==> src/rtl/frv_alu_arb.sv <==
// Two-port arbiter/sequencer for the shared single-cycle execute ALU.
// Decodes the granted opcode to one-hot ALU ops and buffers one result for its owner.
module frv_alu_arb #(
  parameter int XLEN       = 32,
  parameter int STARVE_LIM = 4,
  parameter int OPW        = 6
) (
  input  logic            g_clk,
  input  logic            g_resetn,
  input  logic            req0_valid,
  output logic            req0_ready,
  input  logic [OPW-1:0]  req0_op,
  input  logic [XLEN-1:0] req0_opr_a,
  input  logic [XLEN-1:0] req0_opr_b,
  input  logic            req1_valid,
  output logic            req1_ready,
  input  logic [OPW-1:0]  req1_op,
  input  logic [XLEN-1:0] req1_opr_a,
  input  logic [XLEN-1:0] req1_opr_b,
  output logic            rsp0_valid,
  input  logic            rsp0_ready,
  output logic            rsp1_valid,
  input  logic            rsp1_ready,
  output logic [XLEN-1:0] rsp_result,
  output logic            rsp_err,
  output logic [XLEN-1:0] alu_opr_a,
  output logic [XLEN-1:0] alu_opr_b,
  output logic [4:0]      alu_shamt,
  output logic [35:0]     alu_op,
  input  logic [XLEN-1:0] alu_result
);

  localparam int SCW    = $clog2(STARVE_LIM + 1);
  localparam int NUM_OP = 36;

  typedef struct packed {
    logic            valid;
    logic [OPW-1:0]  op;
    logic [XLEN-1:0] a;
    logic [XLEN-1:0] b;
  } req_t;

  req_t           req [2];
  logic           full, owner;
  logic [SCW-1:0] starve_cnt;
  logic           can_accept, grant0, grant1, any_grant, legal;
  req_t           g_req;

  assign req[0] = '{valid: req0_valid, op: req0_op, a: req0_opr_a, b: req0_opr_b};
  assign req[1] = '{valid: req1_valid, op: req1_op, a: req1_opr_a, b: req1_opr_b};

  // Drain and refill in the same cycle when the current owner is consuming.
  assign can_accept = g_resetn & (~full | (owner ? rsp1_ready : rsp0_ready));
  assign grant1     = can_accept & req[1].valid &
                      ((starve_cnt == SCW'(STARVE_LIM)) | ~req[0].valid);
  assign grant0     = can_accept & req[0].valid & ~grant1;
  assign any_grant  = grant0 | grant1;
  assign req0_ready = grant0;
  assign req1_ready = grant1;

  assign g_req = grant1 ? req[1] : req[0];
  assign legal = g_req.op < OPW'(NUM_OP);

  // Operands are forced to zero when idle or illegal so the ALU does not toggle.
  always_comb begin
    alu_op    = '0;
    alu_opr_a = '0;
    alu_opr_b = '0;
    alu_shamt = '0;
    if (any_grant && legal) begin
      alu_op    = 36'(1) << g_req.op;
      alu_opr_a = g_req.a;
      alu_opr_b = g_req.b;
      alu_shamt = g_req.b[4:0];
    end
  end

  always_ff @(posedge g_clk or negedge g_resetn) begin
    if (!g_resetn) begin
      full       <= 1'b0;
      owner      <= 1'b0;
      rsp_result <= '0;
      rsp_err    <= 1'b0;
      starve_cnt <= '0;
    end else begin
      if (any_grant) begin
        full       <= 1'b1;
        owner      <= grant1;
        rsp_result <= legal ? alu_result : '0;
        rsp_err    <= ~legal;
      end else if (full && (owner ? rsp1_ready : rsp0_ready)) begin
        full <= 1'b0;
      end
      // Counter only moves on a real arbitration outcome; a blocked buffer holds it.
      if (grant1 || !req[1].valid)
        starve_cnt <= '0;
      else if (grant0 && starve_cnt != SCW'(STARVE_LIM))
        starve_cnt <= starve_cnt + SCW'(1);
    end
  end

  assign rsp0_valid = full & ~owner;
  assign rsp1_valid = full &  owner;

endmodule

==> config.mk <==
export PLATFORM = sky130hd
export DESIGN_NAME = frv_alu_arb
export DESIGN_NICKNAME = d
export VERILOG_FILES = /design/src/rtl/frv_alu_arb.sv
export SDC_FILE = /design/constraint.sdc
export NUM_CORES = 1
export LEC_CHECK = 0
export BUFFER_PORTS_ARGS = -buffer_cell sky130_fd_sc_hd__buf_2
export CAP_MARGIN = 0
export CORE_AREA = 2 2 123 125
export CTS_CLUSTER_DIAMETER = 80
export DETAILED_ROUTE_END_ITERATION = 8
export DIE_AREA = 0 0 125 127
export GPL_ROUTABILITY_DRIVEN = 0
export SYNTH_ARGS = -nofsm -noshare
export SYNTH_HDL_FRONTEND = slang
export SYNTH_SLANG_ARGS = --single-unit
==> constraint.sdc <==
create_clock -name g_clk -period 2.22 [get_ports g_clk]
set_clock_uncertainty 0.05 [all_clocks]
set_input_delay 0.333 -clock g_clk [delete_from_list [all_inputs] [get_ports g_clk]]
set_output_delay 0.333 -clock g_clk [all_outputs]
set_load 0.1 [all_outputs]
**Word-level counts from Yosys, hierarchy flattened**

Index checks and enable logic that the tools add are counted.

- Bits in registers: 38
- Input bits: 178
- Logic and storage cells: 43

- Add/sub/neg operators: 1
- Magnitude comparators: 1
- Eq/ne operators: 2
- Shift-type cells: 1
- Multiplexer cells: 11
- Bitwise operators: 15
- Reduce and logical (&&, ||, !) cells: 7

Operator list:

| cell | count |
|---|---|
| $mux 32 | 3 |
| $mux 70 | 1 |
| $mux 36 | 1 |
| $shl 1x6->36 const A | 1 |
| $and 1x1->1 | 7 |
| $lt 6x6->1 const B | 1 |
| $mux 3 | 2 |
| $mux 5 | 1 |
| $not 1->1 | 5 |
| $reduce_bool 2->1 | 2 |
| $add 3x1->3 const B | 1 |
| $eq 3x3->1 const B | 1 |
| $logic_and 1x1->1 | 3 |
| $mux 1 | 3 |
| $ne 3x3->1 const B | 1 |
| $or 1x1->1 | 3 |
| $logic_not 1->1 | 1 |
| $logic_or 1x1->1 | 1 |

**Longest topological paths before layout**

Gate-level depths: netlist of run 1.

- Depth after elaboration: 10
- Depth in mapped cells: 9
- Gate-level depth less buffers: 7

**Worst setup path after synthesis of run 1**

OpenSTA, ideal clock, no wires.

- Kind: reg-to-output
- From: register starve_cnt[0]
- To: output port alu_op[17]
- Arrival time: 3495 ps
- Required time: 1837 ps
- Setup slack: -1658 ps
- Cell stages (with the launch flop): 7
- Cell sequence: dfrtp_1 > inv_1 > ha_1 > and3_1 > o32ai_1 > o211ai_1 > nor3_1

- Longest elaborated chain between the ends: 8
- Elaborated cells between the ends (all ways): 11
- Those cells by class: order compare: 1; eq/ne: 1; shift: 1; mux: 2; bitwise: 5; reduce/logical: 1

Ends and longest elaborated chain:

| element | line | RTL |
|---|---|---|
| from (decl) | 45 | `logic [SCW-1:0] starve_cnt;` |
| from (signal assigned) | 98 | `starve_cnt <= starve_cnt + SCW'(1);` |
| $eq 3x3->1 (*) | 55 | `((starve_cnt == SCW'(STARVE_LIM)) \| ~req[0].valid);` |
| $or 1x1->1 (*) | 55 |  |
| $and 1x1->1 (*) | 54 | `assign grant1 = can_accept & req[1].valid &` |
| branches (longest 4 deep; another with $lt 6x6->1) | - |  |
| $mux 36 (*) | 70 | `if (any_grant && legal) begin` |
| to (decl) | 29 | `output logic [35:0] alu_op,` |

Mark *: on every way between the ends.

**Worst setup path in the final report of run 1**

- From: register starve_cnt[0]
- To: output port alu_opr_a[9]

- Longest elaborated chain between the ends: 8
- Elaborated cells between the ends (all ways): 10
- Those cells by class: order compare: 1; eq/ne: 1; mux: 2; bitwise: 5; reduce/logical: 1

Ends and longest elaborated chain:

| element | line | RTL |
|---|---|---|
| $eq 3x3->1 (*) | 55 |  |
| $or 1x1->1 (*) | 55 |  |
| $and 1x1->1 (*) | 54 |  |
| branches (longest 4 deep; another with $lt 6x6->1) | - |  |
| $mux 32 (*) | 70 |  |
| to (decl) | 26 | `output logic [XLEN-1:0] alu_opr_a,` |

Marks and branches as above.

==> results of run 1 <==
report_power, final:
group	switching [mW]	internal, mW	leakage, nW
Clock	0.273	0.645	0.0940
Combinational	2.27	1.02	3.42
Sequential	0.0743	0.819	0.489
Total	2.62	2.49	4.01
timing repair:
item                       4_1_cts  5_1_grt
pin swaps                       17       23
hold buffers                     1        0
buffers inserted                16        0
hold endpoints to repair         2        0
cloned                          11        6
setup endpoints to repair      106      109
resized for setup               53       36
final timing paths:
kind | startpoint | slack [ns] | endpoint | cells past startpoint
setup / recovery | starve_cnt[0]$_DFFE_PN0P_ | -0.39 | alu_opr_a[9] | 11
hold / removal | g_resetn | 0.07 | rsp_result[19]$_DFFE_PN0P_ | 2
setup reg to reg | owner$_DFFE_PN0P_ | 0.14 | rsp_result[25]$_DFFE_PN0P_ | 7
hold reg to reg | rsp_result[1]$_DFFE_PN0P_ | 0.45 | rsp_result[1]$_DFFE_PN0P_ | 1
max in group asynchronous | g_resetn | 1.51 | full$_DFFE_PN0P_ | 3
min in group g_clk | alu_result[1] | 0.22 | rsp_result[1]$_DFFE_PN0P_ | 2
area by class of cell:
| type | instances | area [µm²] |
|---|---|---|
| well taps | 184 | 230.2 |
| diodes | 3 | 7.507 |
| clock inverters | 3 | 68.82 |
| repair buffers | 404 | 4463 |
| flip-flops and latches | 38 | 950.9 |
| fillers | 1089 | 4796 |
| multi-input cells | 392 | 3749 |
| clock buffers | 5 | 125.1 |
| inverters | 7 | 33.78 |
worst max-delay path, stage by stage, from the launching register on:
cell and delay (ns):
dfrtp_1 0.38, inv_2 0.08, ha_4 0.15, a21bo_4 0.17, o211ai_4 0.09, buf_12 0.16
inv_8 0.12, buf_12 0.15, buf_12 0.12, nand2_1 0.12, a21oi_4 0.21, buf_12 0.19
registers in the layout (all words and copies together) (netlist names):
name and flops:
owner 1, starve_cnt 3, rsp_result 32, full 1
rsp_err 1
layer usage:
| layer | track usage | wire length (µm) | up-vias |
|---|---|---|---|
| li1 | - | - | 2403 |
| met1 | 0.2685 | 7364 | 2344 |
| met2 | 0.4249 | 10360 | 203 |
| met3 | 0.04313 | 1201 | 22 |
| met4 | 0.05359 | 344 | 0 |
| met5 | 0 | 0 | - |
cell families (layout without fill, tap and decap cells):
logic type / after synthesis / after routing
AND/OR/NAND/NOR: 244 / 244
AO/OA/AOI/OAI: 133 / 133
buffers and inverters: 54 / 419
flip-flops: 38 / 38
multiplexers: 13 / 13
adder cells (fa/ha/maj): 2 / 2
other: 0 / 3
placed cells by master, fill, tap and decap left out, types with 8 or more instances in the layout:
cell and instances:
nor2_1 20, clkbuf_16 12, nand2b_1 9, nor2_4 17
nand3_1 8, buf_12 122, a21oi_4 78, nand2_2 11
buf_4 37, a22o_1 32, dfrtp_1 38, buf_2 212
buf_16 13, nand2_1 90, buf_6 11, nand2_4 39
==> run metrics, run 1 <==
Worst Setup End Kind output pin; maximum clock rate approximately 0.38 GHz; pre-CTS WS -0.1728 ns; half-perimeter wire length after placement between 10,000 and 15,000 µm; Post-Synth XOR/XNOR Area 0; Post-synth EDFFs 0; die width 125 µm; Port Buf Inserts 319; initial antenna violation count 3; Synth Area in Simple Gates 0.3238; register area share after synthesis 0.2889; compound-cell area share of the yosys netlist 0.2554; P_leak roughly 4.0 nW; RSZ-0062 raised after global routing yes; Synth cell types 41; Initial Util 0.2282; largest family of logic cells by synthesized area simple AND/OR/NAND/NOR gates; failing checks setup timing; worst min path class in2async; gr ovfl total 0; predominant post-synthesis flop cell dfrtp_1; most frequent cell after synthesis nand2_1; first-pass GRT wire length around 29,000 µm; Pins Over Slew Limit 0; DRC 0; clock buffer depth 2; max cap viols 0; Via density approximately 4.8; most common library cells after synthesis nand2_1 (140), a21oi_1 (81), dfrtp_1 (38), nor2_1 (38), a22o_1 (32); final setup vio count around 110; Synth area leader dfrtp_1; Die Y between 100 and 150 µm; crit path launch type register; # IOs 320; first drt pass iteration count 4; # rows 44; drt total wl 19,270 µm; Die Area between 15,000 and 20,000 µm²; Design Power about 5 mW; pwr dens ~530 nW/µm²; Placed Area ~8500 µm²; layout cells sized above 1 0.7138; Clk pin slew, worst setup/hold paths roughly 0.060 ns; Placeable Area 14,420 µm²; #FFs+latches synth 38; Hold Violations, Final 0; All-Layer GR Usage 0.2271; Slew @ Worst Pin 1.236 ns; clk_lat worst skew 0.27 ns; fin crit period around 2.6 ns; Post-Synth Adder-Cell Area 0.007602; CTS H-tree depth 2; post-synthesis mux area share 0.04219; Cell Area, Synth roughly 3300 µm²; CTS tree built; Layout area overhead 192.5%; Post-Syn Instances 484; syn avg cell area a little under 7 µm²; crit path max fanout 9; total negative slack -29.94 ns; Final Cell Area between 9000 and 10,000 µm²; largest net degree at the start of global routing 37; nets@finish 1,028; worst IR drop on VDD roughly 0.00074 V; Layout Cells excl Fill just over 1,000; via count 4,972; Sink Count 38; Synthesized Nets approximately 660; Max-slew headroom 0.1761; outcome finished with violations; Root Driver clkbuf_16; Worst EP required ~1.8 ns; DRC marker count from the first detailed-route iteration 122; Synth top area share 0.2889; Yosys Warn Count 0; final core occ 0.6675; WS Path Type reg2out; fraction of registers with async set/reset 1.000; worst hold margin about 0.07 ns; CTS Buf Count 5; placed insts 996; critical path arrival between 2 and 2.5 ns; synth top area cells dfrtp_1 (29%), nand2_1 (16%), a21oi_1 (12%), a22o_1 (8.5%), nor2_1 (4.3%); remaining antenna violation count 0; mean routed wirelength per cell between 15 and 20 µm; vias in the first global route between 5,000 and 6,000; crit path setup slack, layout -0.3939 ns; fin crit share 1.177
Note: power is estimated with default switching activity, not from simulation.
==> run 2: changes to the inputs <==
--- a/config.mk
+++ b/config.mk
@@ -8,10 +8,12 @@
 export BUFFER_PORTS_ARGS = -buffer_cell sky130_fd_sc_hd__buf_2
 export CAP_MARGIN = 0
 export CORE_AREA = 2 2 123 125
+export CTS_BUF_LIST = sky130_fd_sc_hd__clkbuf_16
 export CTS_CLUSTER_DIAMETER = 80
 export DETAILED_ROUTE_END_ITERATION = 8
 export DIE_AREA = 0 0 125 127
 export GPL_ROUTABILITY_DRIVEN = 0
+export MAX_ROUTING_LAYER = met4
 export SYNTH_ARGS = -nofsm -noshare
 export SYNTH_HDL_FRONTEND = slang
 export SYNTH_SLANG_ARGS = --single-unit
==> run 2 against run 1 <==
Net effect: register-to-register slack hardly changed; sequential share of layout area stayed put; non-clock buffer count stayed put; power hardly changed; sequential power hardly changed; global-route usage is 0.70 points higher; clock power hardly changed; critical path type unchanged; the run still ends with setup timing left; hold slack worse by 0.0021 ns.
==> run metrics, run 2 (synthesis gave the netlist of run 1 again) <==
clk_lat worst skew 0.27 ns (about the same); maximum clock rate 0.3843 GHz (+0.44%); CTS tree built; Sink Count 38 (unchanged); outcome finished with violations; Port Buf Inserts 319 (unchanged); layout cells sized above 1 0.7138 (unchanged); largest net degree at the start of global routing 37 (unchanged); Final Cell Area 9628 µm² (unchanged); Layout area overhead 192.5% (unchanged); Worst Setup End Kind output pin; first-pass GRT wire length 28,900 µm (about the same); remaining antenna violation count 0 (unchanged); worst min path class in2async; Largest Register rsp_result; crit path setup slack, layout -0.3824 ns (+0.01145 ns); Initial Util 0.2282 (unchanged); pwr dens 530.5 nW/µm² (about the same); # rows 44 (unchanged); half-perimeter wire length after placement 14,620 µm (unchanged); max reg flops 32 (unchanged); DRC marker count from the first detailed-route iteration 111 (-9.0%); Die Area 15,880 µm² (unchanged); WS Path Type reg2out; fillers 1,089 (unchanged); clock buffer depth 2 (unchanged); Max-slew headroom 0.1720 (-0.004071); Pins Over Slew Limit 0 (unchanged); total negative slack -29.75 ns (+0.1902 ns); Placed Area 8523 µm² (unchanged); Worst EP required 1.84 ns (about the same); max cap viols 0 (unchanged); pre-CTS WS -0.1728 ns (unchanged); mean routed wirelength per cell 18.64 µm (+0.23%); # IOs 320 (unchanged); final core occ 0.6675 (unchanged); CTS Buf Count 5 (unchanged); top flop regs rsp_result (32), starve_cnt (3); commonest non-fill, non-tap cells in the layout buf_2 (212), buf_12 (122), nand2_1 (90), a21oi_4 (78), nand2_4 (39); crit path max fanout 9 (unchanged); All-Layer GR Usage 0.2341 (+0.007007); DRC 0 (unchanged); P_leak 4.006 nW (unchanged); RSZ-0062 raised after global routing yes; Die Y 127 µm (unchanged); Via density 4.803 (about the same); failing checks setup timing; initial antenna violation count 3 (unchanged); Slew @ Worst Pin 1.242 ns (+0.006107 ns); crit path launch type register; Design Power 5.108 mW (about the same); critical path arrival 2.22 ns (about the same); fin crit period 2.602 ns (-0.01145 ns); drt total wl 19,310 µm (+0.23%); Clk pin slew, worst setup/hold paths 0.06 ns (about the same); Placeable Area 14,420 µm² (unchanged); die width 125 µm (unchanged); fin crit share 1.172 (-0.005158); CTS H-tree depth 2 (unchanged); Hold Violations, Final 0 (unchanged); most common cell after layout, fill and taps aside buf_2; final setup vio count 105 (unchanged); gr ovfl total 0 (unchanged); worst IR drop on VDD 0.0007366 V (about the same); first drt pass iteration count 4 (unchanged); vias in the first global route 5,123 (-0.078%); Root Driver clkbuf_16; via count 4,976 (+0.080%); nets@finish 1,028 (unchanged)
run 2: cell counts in the layout (fill, tap and decap cells not counted):
No cell type changed its count.
run 2: report_power, final:
group	switching, mW	internal [mW]
registers	0.0743	0.819
logic	2.27	1.02
clock network	0.276	0.645
total	2.62	2.49
run 2: area by class of cell:
cell class	instances	area, µm²	share of cell area
Timing Repair Buffer	404	4463	0.4635
Clock inverter	3	68.82	0.007148
Clock buffer	5	125.1	0.01300
Tap cell	184	230.2	0.02391
Sequential cell	38	950.9	0.09877
Antenna cell	3	7.507	0.0007797
Inverter	7	33.78	0.003509
Multi-Input combinational cell	392	3749	0.3893
run 2: per-stage QoR:
stage / hold slack, ns / cells
after floorplan: -0.01259 / 484
after global placement: 0.2096 / 996
after detailed placement: 0.2079 / 996
after CTS: 0.08634 / 1031
after global routing: 0.1175 / 1036
final: 0.06954 / 1036
run 2: layer usage:
layer  track usage  part of all wire  up-vias
met5             -                 0        -
met4       0.05294             0.018        0
met3       0.04313             0.061       22
met2        0.4249              0.54      200
met1        0.2695              0.38     2345
li1              -                 -     2409
run 2: final timing paths:
kind	to	slack [ns]	cells past startpoint	startpoint
max reg2reg	rsp_result[25]$_DFFE_PN0P_	0.13	7	owner$_DFFE_PN0P_
min in group g_clk	rsp_result[1]$_DFFE_PN0P_	0.22	2	alu_result[1]
min	rsp_result[19]$_DFFE_PN0P_	0.07	2	g_resetn
max	alu_opr_a[9]	-0.38	11	starve_cnt[0]$_DFFE_PN0P_
max in group asynchronous	full$_DFFE_PN0P_	1.51	3	g_resetn
min reg2reg	rsp_result[1]$_DFFE_PN0P_	0.45	1	rsp_result[1]$_DFFE_PN0P_
run 2: timing repair:
item                                    in CTS  in global routing
gates cloned                                11                  6
buffers inserted                            16                  0
gates resized for setup                     53                 36
endpoints found under the hold margin        2                  0
endpoints found under the setup margin     106                109
pin swaps                                   17                 23
hold buffers                                 1                  0
run 2: critical path: stages (launching register included):
cell	delay, ns
dfrtp_1	0.38
inv_2	0.08
ha_4	0.15
a21bo_4	0.17
o211ai_4	0.09
buf_12	0.16
inv_8	0.12
buf_12	0.15
buf_12	0.12
nand2_1	0.11
a21oi_4	0.21
buf_12	0.19
==> run 3: changes to the inputs <==
--- a/config.mk
+++ b/config.mk
@@ -5,6 +5,7 @@
 export SDC_FILE = /design/constraint.sdc
 export NUM_CORES = 1
 export LEC_CHECK = 0
+export ABC_AREA = 1
 export BUFFER_PORTS_ARGS = -buffer_cell sky130_fd_sc_hd__buf_2
 export CAP_MARGIN = 0
 export CORE_AREA = 2 2 123 125
@@ -13,7 +14,9 @@
 export DETAILED_ROUTE_END_ITERATION = 8
 export DIE_AREA = 0 0 125 127
 export GPL_ROUTABILITY_DRIVEN = 0
+export HOLD_SLACK_MARGIN = 0.15
 export MAX_ROUTING_LAYER = met4
+export PLACE_DENSITY_LB_ADDON = 0.2
 export SYNTH_ARGS = -nofsm -noshare
 export SYNTH_HDL_FRONTEND = slang
 export SYNTH_SLANG_ARGS = --single-unit
==> run 3 against run 2 <==
Net effect: the flow still finishes with violations (setup timing); first-iteration DRC count is 62% higher; register-to-register slack lost 0.10 ns; critical endpoint is now alu_opr_b[4]; hold slack better by 0.13 ns; synthesized cell count grew 32%; design area decreased by 14%; wire length shrank 16%; largest cell class unchanged; sequential cell count unchanged.
==> run metrics, run 3 <==
outcome finished with violations; failing checks setup timing; gr ovfl total 0 (unchanged); Worst EP required 1.84 ns (about the same); Post-synth EDFFs 0 (unchanged); clock buffer depth 2 (unchanged); Design Power 5.623 mW (+10%); WS Path Type reg2out; Max-slew headroom 0.6668 (+0.4948); largest net degree at the start of global routing 43 (+16%); mean routed wirelength per cell 13.88 µm (-26%); maximum clock rate 0.3649 GHz (-5.0%); Port Buf Inserts 319 (unchanged); Cell Area, Synth 3659 µm² (+11%); DRC marker count from the first detailed-route iteration 180 (+62%); die width 125 µm (unchanged); Hold Violations, Final 0 (unchanged); max cap viols 0 (unchanged); register area share after synthesis 0.2599 (-0.02895); most common library cells after synthesis nand2_1 (296), inv_1 (88), nor2_1 (59), nor2_2 (48), nand3_1 (40); pre-CTS WS -0.3094 ns (-0.1366 ns); vias in the first global route 4,598 (-10%); fin crit period 2.740 ns (+0.1377 ns); crit path setup slack, layout -0.5201 ns (-0.1377 ns); CTS Buf Count 5 (unchanged); Largest Register rsp_result; Clk pin slew, worst setup/hold paths 0.06 ns (about the same); first drt pass iteration count 4 (unchanged); P_leak 4.306 nW (+7.5%); fin crit share 1.234 (+0.06203); worst hold margin 0.2032 ns (+0.1337 ns); fraction of registers with async set/reset 1.000 (unchanged); top flop regs rsp_result (32), starve_cnt (3); critical path arrival 2.36 ns (+0.14 ns); placed insts 1,144 (+15%); Die Area 15,880 µm² (unchanged); final setup vio count 106 (+0.95%); Root Driver clkbuf_16; via count 4,975 (-0.020%); # rows 44 (unchanged); worst min path class in2async; Pins Over Slew Limit 0 (unchanged); synth top area cells nand2_1 (30%), dfrtp_1 (26%), inv_1 (9.0%), nor2_2 (8.2%), nor2_1 (6.1%); final core occ 0.5716 (-0.09594); Die Y 127 µm (unchanged); Layout Cells excl Fill 1,163 (+12%); # IOs 320 (unchanged); Slew @ Worst Pin 0.5033 ns (-0.7387 ns); max reg flops 32 (unchanged); All-Layer GR Usage 0.1906 (-0.04353); remaining antenna violation count 0 (unchanged); crit path launch type register; worst IR drop on VDD 0.0008719 V (+18%); clk_lat worst skew 0.27 ns (about the same); most frequent cell after synthesis nand2_1; Sink Count 38 (unchanged); pwr dens 682.0 nW/µm² (+29%); #FFs+latches synth 38 (unchanged); RSZ-0062 raised after global routing yes; most common cell after layout, fill and taps aside nand2_1; Synth cell types 27 (-34%); Via density 4.278 (-11%); half-perimeter wire length after placement 12,660 µm (-13%); syn avg cell area 5.716 µm² (-16%); crit path max fanout 14 (+5); CTS H-tree depth 2 (unchanged); Worst Setup End Kind output pin; Synth area leader nand2_1; Placeable Area 14,420 µm² (unchanged); Synth top area share 0.3037 (+0.01483); CTS tree built; predominant post-synthesis flop cell dfrtp_1; Layout area overhead 125.3%; nets@finish 1,157 (+13%); Worst Setup SP starve_cnt[1]$_DFFE_PN0P_; layout cells sized above 1 0.5491 (-0.1647); commonest non-fill, non-tap cells in the layout nand2_1 (272), buf_2 (212), buf_12 (114), nor2_4 (79), inv_1 (78); Synthesized Nets 820 (+23%); drt total wl 16,150 µm (-16%); DRC 0 (unchanged); fillers 1,350 (+24%); Initial Util 0.2536 (+0.02542); initial antenna violation count 1 (-2); Post-Syn Instances 640 (+32%); Yosys Warn Count 0 (unchanged); reg2reg start starve_cnt[1]$_DFFE_PN0P_; first-pass GRT wire length 24,130 µm (-16%)
## run 3: cell count changes in the layout (fill, tap and decap cells not counted), moves of 30 or more
cell     delta
nor2_4     +62
nand2_4    -30
nand2_1   +182
a22o_1     -32
a21oi_4    -77
inv_1      +74
nand3_1    +30
## run 3: cell type report
type                       instances  area [µm²]  share of cell area
inverter                          95       376.6             0.04568
sequential                        38       950.9              0.1153
clock inverter                     3       16.27            0.001973
tap                              184       230.2             0.02793
clock buffer                       5       125.1             0.01518
antenna                            1       2.502           0.0003035
multi-input combinational        471        2799              0.3395
timing repair buffer             366        3744              0.4541
## run 3: stage by stage
stage          TNS (ns)  area [µm²]
2_1_floorplan    -53.83        4065
3_3_place_gp     -18.17        7553
3_5_place_dp     -22.02        7553
4_1_cts          -48.65        7933
5_1_grt          -66.00        8244
6_report         -48.49        8244
## run 3: path summary, 6_finish.rpt
kind,to,slack (ns),cells after the start
min reg2reg,rsp_result[14]$_DFFE_PN0P_,0.42,2
min,rsp_result[18]$_DFFE_PN0P_,0.20,2
max in group asynchronous,rsp_result[31]$_DFFE_PN0P_,1.44,3
min in group g_clk,rsp_result[17]$_DFFE_PN0P_,0.23,3
max reg2reg,rsp_err$_DFFE_PN0P_,0.03,12
max,alu_opr_b[4],-0.52,12
## run 3: layer usage
| layer | part of all wire | track usage |
|---|---|---|
| met1 | 0.40 | 0.2370 |
| met2 | 0.52 | 0.3328 |
| met3 | 0.063 | 0.02680 |
| met4 | 0.020 | 0.03856 |
| met5 | 0 | - |
## run 3: critical path, cell delays in order, from the launching register on
cell	delay, ns
dfrtp_1	0.39
inv_2	0.08
ha_4	0.13
nand2_4	0.05
a21oi_4	0.18
buf_4	0.15
nand3_4	0.15
nand2_4	0.12
buf_4	0.16
nand2_8	0.10
buf_12	0.18
nor2_4	0.18
buf_12	0.19
## run 3: logic make-up after synthesis
logic type / after synthesis / share of synthesized area
AND/OR/NAND/NOR: 459 / 0.5407
buffers and inverters: 132 / 0.1737
adder cells (fa/ha/maj): 2 / 0.006839
flip-flops: 38 / 0.2599
AO/OA/AOI/OAI: 9 / 0.01881
## run 3: where the power goes
part	leakage (nW)	total [mW]	switching (mW)	internal (mW)
clock	0.0672	0.686	0.276	0.410
sequential	0.493	0.974	0.102	0.872
combinational	3.75	3.96	2.95	1.02
## run 3: repair_timing
action / 4_1_cts / 5_1_grt
pin swaps: 11 / 16
gates resized for setup: 58 / 48
setup buffers: 2 / 3
hold buffers: 1 / 0
cloned: 1 / 3
endpoints found under the setup margin: 106 / 140
endpoints found under the hold margin: 1 / 0
